### config.mk
export PLATFORM = sky130hd
export DESIGN_NAME = seg7_scroller
export DESIGN_NICKNAME = d
export VERILOG_FILES = /design/src/rtl/seg7_scroller.sv
export SDC_FILE = /design/constraint.sdc
export NUM_CORES = 1
export LEC_CHECK = 0
export CAP_MARGIN = 20
export CORE_ASPECT_RATIO = 0.7
export CORE_MARGIN = 2
export CORE_UTILIZATION = 35
export CTS_CLUSTER_DIAMETER = 120
export DETAILED_ROUTE_END_ITERATION = 12
export DONT_BUFFER_PORTS = 1
export PLACE_DENSITY = 0.51
export SLEW_MARGIN = 20
export SYNTH_ARGS = -nofsm -noshare
export SYNTH_HDL_FRONTEND = slang
export SYNTH_SLANG_ARGS = --single-unit
### constraint.sdc
create_clock -name clk -period 9.6 [get_ports clk]
set_input_delay 1.92 -clock clk [delete_from_list [all_inputs] [get_ports clk]]
set_output_delay 1.92 -clock clk [all_outputs]
set_load 0.02 [all_outputs]
### src/rtl/seg7_scroller.sv
// Purpose : rotating message buffer shown on an N_DIGITS-wide 7-segment window.
// Latency : hex follows a tick or a load by one cycle; control edges act one cycle later.
// Backpressure: none; single-cycle strobes and level edges are always accepted.
//
// Ports:
//   clk, reset            : clock, asynchronous active-high reset
//   msg, load             : new message (char 0 in bits [7:0]) and its load strobe
//   speed_up, speed_dn    : rising edges step the speed index up/down (saturating 0..7)
//   dir_tgl, pause_tgl    : rising edges toggle scroll direction / pause
//   hex                   : digit k = slot k, hgfedcba, active low
//   tick                  : one-cycle pulse on each scroll step
//   speed, dir, paused    : current run-time settings
//
// Optional feature: define SEG7_SCROLLER_PAUSE_BLINK_EN to blink the display while paused.
module seg7_scroller #(
    parameter int                   N_DIGITS   = 6,
    parameter int                   MSG_LEN    = 10,
    parameter int                   BASE_LOG2  = 19,
    parameter logic [2:0]           SPEED_INIT = 3'd4,
    parameter logic [MSG_LEN*8-1:0] INIT_MSG   = {MSG_LEN{8'hFF}}
) (
    input  logic                    clk,
    input  logic                    reset,
    input  logic [MSG_LEN*8-1:0]    msg,
    input  logic                    load,
    input  logic                    speed_up,
    input  logic                    speed_dn,
    input  logic                    dir_tgl,
    input  logic                    pause_tgl,
    output logic [N_DIGITS*8-1:0]   hex,
    output logic                    tick,
    output logic [2:0]              speed,
    output logic                    dir,
    output logic                    paused
);

    // Prescaler is wide enough for the slowest period 2^(BASE_LOG2+7).
    localparam int CW = BASE_LOG2 + 7;

    logic [7:0]    slot_q [MSG_LEN];
    logic [CW-1:0] cnt_q;
    logic [CW-1:0] cnt_max;
    logic [2:0]    speed_q;
    logic [2:0]    speed_nxt;
    logic          dir_q;
    logic          paused_q;
    logic [3:0]    prev_q;
    logic [3:0]    ctrl;
    logic [3:0]    ev;
    logic          blank;

    // Bit order: {pause, dir, down, up}.
    assign ctrl = {pause_tgl, dir_tgl, speed_dn, speed_up};
    assign ev   = ctrl & ~prev_q;

    // P-1 = 2^(CW-s)-1, i.e. an all-ones mask shortened by s bits.
    assign cnt_max = {CW{1'b1}} >> speed_q;
    assign tick    = !paused_q && (cnt_q == cnt_max);

    // Simultaneous up and down edges cancel.
    always_comb begin
        speed_nxt = speed_q;
        if (ev[0] && !ev[1] && speed_q != 3'd7)
            speed_nxt = speed_q + 3'd1;
        else if (ev[1] && !ev[0] && speed_q != 3'd0)
            speed_nxt = speed_q - 3'd1;
    end

    // Prev flops reset to 1 so a key held through reset is not an edge.
    always_ff @(posedge clk or posedge reset) begin
        if (reset) begin
            prev_q   <= 4'b1111;
            speed_q  <= SPEED_INIT;
            dir_q    <= 1'b0;
            paused_q <= 1'b0;
        end else begin
            prev_q   <= ctrl;
            speed_q  <= speed_nxt;
            dir_q    <= dir_q ^ ev[2];
            paused_q <= paused_q ^ ev[3];
        end
    end

    always_ff @(posedge clk or posedge reset) begin
        if (reset)
            cnt_q <= '0;
        else if (load || speed_nxt != speed_q)
            cnt_q <= '0;
        else if (paused_q)
            cnt_q <= cnt_q;
        else if (tick)
            cnt_q <= '0;
        else
            cnt_q <= cnt_q + CW'(1);
    end

    // Load wins over a tick; rotation uses the direction registered before any
    // toggle seen in this same cycle.
    always_ff @(posedge clk or posedge reset) begin
        if (reset) begin
            for (int i = 0; i < MSG_LEN; i++)
                slot_q[i] <= INIT_MSG[8*i +: 8];
        end else if (load) begin
            for (int i = 0; i < MSG_LEN; i++)
                slot_q[i] <= msg[8*i +: 8];
        end else if (tick) begin
            for (int i = 0; i < MSG_LEN; i++) begin
                if (!dir_q)
                    slot_q[i] <= slot_q[(i + 1) % MSG_LEN];
                else
                    slot_q[i] <= slot_q[(i + MSG_LEN - 1) % MSG_LEN];
            end
        end
    end

`ifdef SEG7_SCROLLER_PAUSE_BLINK_EN
    // Counts paused cycles; its MSB gates the display to blank.
    logic [BASE_LOG2+3:0] blink_q;

    always_ff @(posedge clk or posedge reset) begin
        if (reset)
            blink_q <= '0;
        else if (paused_q)
            blink_q <= blink_q + (BASE_LOG2+4)'(1);
        else
            blink_q <= '0;
    end

    assign blank = paused_q & blink_q[BASE_LOG2+3];
`else
    assign blank = 1'b0;
`endif

    for (genvar k = 0; k < N_DIGITS; k++) begin : g_digit
        assign hex[8*k +: 8] = blank ? 8'hFF : slot_q[k];
    end

    assign speed  = speed_q;
    assign dir    = dir_q;
    assign paused = paused_q;

endmodule

==> metrics.cfg <==
[status]
status = complete, no violations

[floorplan]
dieHeight_um = 128
dieArea_mm2 = 0.0230
die_w_um = 181
core-area_mm2 = 0.0216
start_util_pct = 35.4
rows = 45
pin_count = 141

[detailed_routing]
dr.pass1.iters = 4
vias = 5491
drc_errors = 0
totalWireLength_um = 22000
via_per_inst = 5.56
ant_nets = 0
drt_iter0_markers = 401
wl_per_cell_um = 22.3

[grt]
grt_util_met2_pct = 26.7
gr-usage-all-layers_pct = 19.5
antenna_found_initial = 1
grt_max_degree = 162
use_met1_pct = 29.0
grt_util_met3_pct = 6.61
top_usage_layer = met1
grt_pass1_wl_um = 34400
grt_pass1_vias = 5535
grt_overflow_total = 0

[synthesis]
synth-simple-area-share_pct = 17.2
muxShareOfSynthArea_pct = 10.6
seq_area_frac_synth_pct = 39.1
synth_compound_area_share_pct = 18.9
synth_top_family_by_area = compound AO/OA/AOI/OAI gates
synth.cell_area_mm2 = 0.00764
synthArstFlopShare_pct = 100
synth_nets = 877
yosysTopAreaCellShare_pct = 29.2
synth_ff_type = dfstp_2
synth_top_area_cell = dfstp_2
synth_edf_count = 0
syn_inst = 784
syn_avg_cell_area_um2 = 9.74
ys_types = 47
synth.area.top_cells = dfstp_2 (29%), mux2i_1 (11%), dfrtp_1 (9.8%)
post_synth_xor_area_fraction_pct = 3.55
synth_fa_ha_area_share_pct = 0.983
yosysWarnings = 0
ys_seq_elements = 115

[clock_tree]
cts_hold_buf = 0
cts_buffer_depth = 2
clk_pin_slew_ps = 60
cts_tree = built
cts_setup_buffers = 0
clkSinkCount = 115
clk_latency_ps = 420
htree_levels = 4
cts_made_buffers = 17
cts-root-buf = clkbuf_16
post_cts_resized = 0

[worst_hold_path]
min_to = cnt_q[15]
hold_class = flip-flop to flip-flop
holdCritStartpoint = cnt_q[15]
holdPathStages = 2

[timing]
hold_viol = 0
setup_viol = 0
clock.fmax_mhz = 215
fin_setup_tns_ps = 0
slew_headroom_pct = 27.2
final.period_utilization_pct = 48.4
drv_slew = 0
whs_ps = 544
fin_skew_ps = 7.93
grt_setup_unrepaired = no
fin_crit_ps = 4650
worst_pin_slew_ps = 1090

[critical_path]
cp_max_fo = 8
worstPathCellList = ha_1 > inv_1 > ha_1 > xor2_1 > or4_1 > a211oi_4 > and2_1
cp_top_family = simple AND/OR/NAND/NOR gates
crit_top_cell = ha_1
crit_buf_inv = 1
cp_data_required_time_ps = 7680
ff2ff_setup_slack_ps = 5660
crit_arrival_ps = 2730
critical_path.slowest_cell = dfrtp_1
r2r-end = hex[32]
criticalPathCategory = flip-flop to output port
max_stage_delay_ps = 580
endpoint_kind = output port
critPathLaunchType = flip-flop
rr_worst_depth = 10
rr_startpoint = speed[1]

[place]
dpl.cell_count = 955
port_buffers = 0
gp_congestion = 0.804
hpwl_um = 14600

[power_and_ir_drop]
seq_power_share_pct = 39.7
p_comb_share_pct = 19.6
clkPwrFrac_pct = 40.7
p_int_mw = 1.22
p_leak_nw = 3.48
ir_worst_vdd_uv = 133
power_mw = 1.76
p_per_area_mw_per_mm2 = 220
p_sw_mw = 0.543
switching_share_pct = 30.8

[final_layout]
final_net_count = 785
finalNonFillerCells = 988
fill_cells = 2142
syn_to_final_growth_pct = 4.60
drive_gt1_share_pct = 27.5

[flow_run]
drv_cap = 0

-- cell usage in the layout (no fill, tap or decap), types with 6 or more instances in the layout --
| cell type | instances |
|---|---|
| a21oi_1 | 73 |
| a21oi_2 | 10 |
| and2_1 | 7 |
| and3_1 | 84 |
| clkbuf_16 | 18 |
| dfrtp_1 | 29 |
| dfstp_2 | 85 |
| ha_1 | 6 |
| mux2i_1 | 81 |
| nand2_1 | 94 |
| nand3_1 | 8 |
| nand4_1 | 9 |
| nor2_1 | 26 |
| o31ai_1 | 21 |
| o31ai_2 | 58 |
| xnor2_1 | 12 |
| xor2_1 | 19 |
-- metrics by stage --
stage	area, µm²	util [%]	worst slack (ps)
global placement	7330	34.0	5430
floorplan	7640	-	4780
CTS	7990	37.0	4920
finish	7990	37.1	4950
global route	7990	37.0	4800
detailed placement	7330	34.0	5400
-- metal layers --
| layer | vias up | share of wire [%] |
|---|---|---|
| li1 | 2572 | - |
| met1 | 2749 | 51 |
| met2 | 157 | 41 |
| met3 | 13 | 7.2 |
| met4 | 0 | 1.2 |
| met5 | - | 0 |
-- sequential cells by signal (all words and copies together) (netlist names) --
| register | count |
|---|---|
| cnt_q | 26 |
| prev_q | 4 |
| dir | 1 |
| paused | 1 |
| speed | 3 |
| hex | 48 |
| slot_q | 32 |
-- worst max-delay path by stage --
stage | startpoint | endpoint | cells past startpoint
global route | cnt_q[8] | tick | 4
global placement | speed[1] | tick | 7
floorplan | reset | cnt_q[0] | 1
finish | speed[1] | tick | 7
detailed placement | speed[1] | tick | 7
CTS | speed[1] | tick | 7
-- synthesized netlist by cell type, drive strengths merged (2+ instances only) --
cell,number
nand2,94
dfstp,85
and3,84
a21oi,83
mux2i,81
o31ai,79
buf,70
clkbuf,46
dfrtp,30
nor2,26
xor2,19
xnor2,12
nand3,9
nand4,9
and2,7
ha,6
inv,6
nand2b,5
nor2b,4
and4,3
o21ai,3
a21o,2
nand3b,2
o211ai,2
or4,2
-- worst reg2reg max path: cells and delay by family, from the launching register on --
kind	cells	cell delay [ps]
adders and majority gates	2	440
and+or+nand+nor	1	530
AOI/OAI and AO/OA	3	680
buffers and inverters	3	1470
xor gates and xnor gates	1	140
DFF	1	580
-- area by class of cell --
class	count	area [µm²]	share of cell area, %
multi-input combinational	547	3930	49.2
clock buffer	23	479	6.00
tap	282	353	4.42
inverter	6	25.0	0.313
sequential	115	2990	37.4
clock inverter	9	175	2.19
timing repair buffer	5	37.5	0.470
antenna	1	2.50	0.0313
-- power groups by stage --
stage	Combinational, mW	Clock (mW)	Sequential (mW)
2_1_floorplan	0.382	0	0.610
3_3_place_gp	0.335	0	0.706
3_5_place_dp	0.346	0	0.708
4_1_cts	0.347	0.732	0.702
5_1_grt	0.381	0.758	0.709
6_report	0.345	0.717	0.699
-- logic make-up after synthesis --
logic type	count (synthesis)
AND/OR/NAND/NOR	253
AO/OA/AOI/OAI	176
buffers and inverters	122
flip-flops	115
multiplexers	81
XOR/XNOR	31
adder cells (fa/ha/maj)	6
No activity file was read; power rests on OpenSTA's default activity.
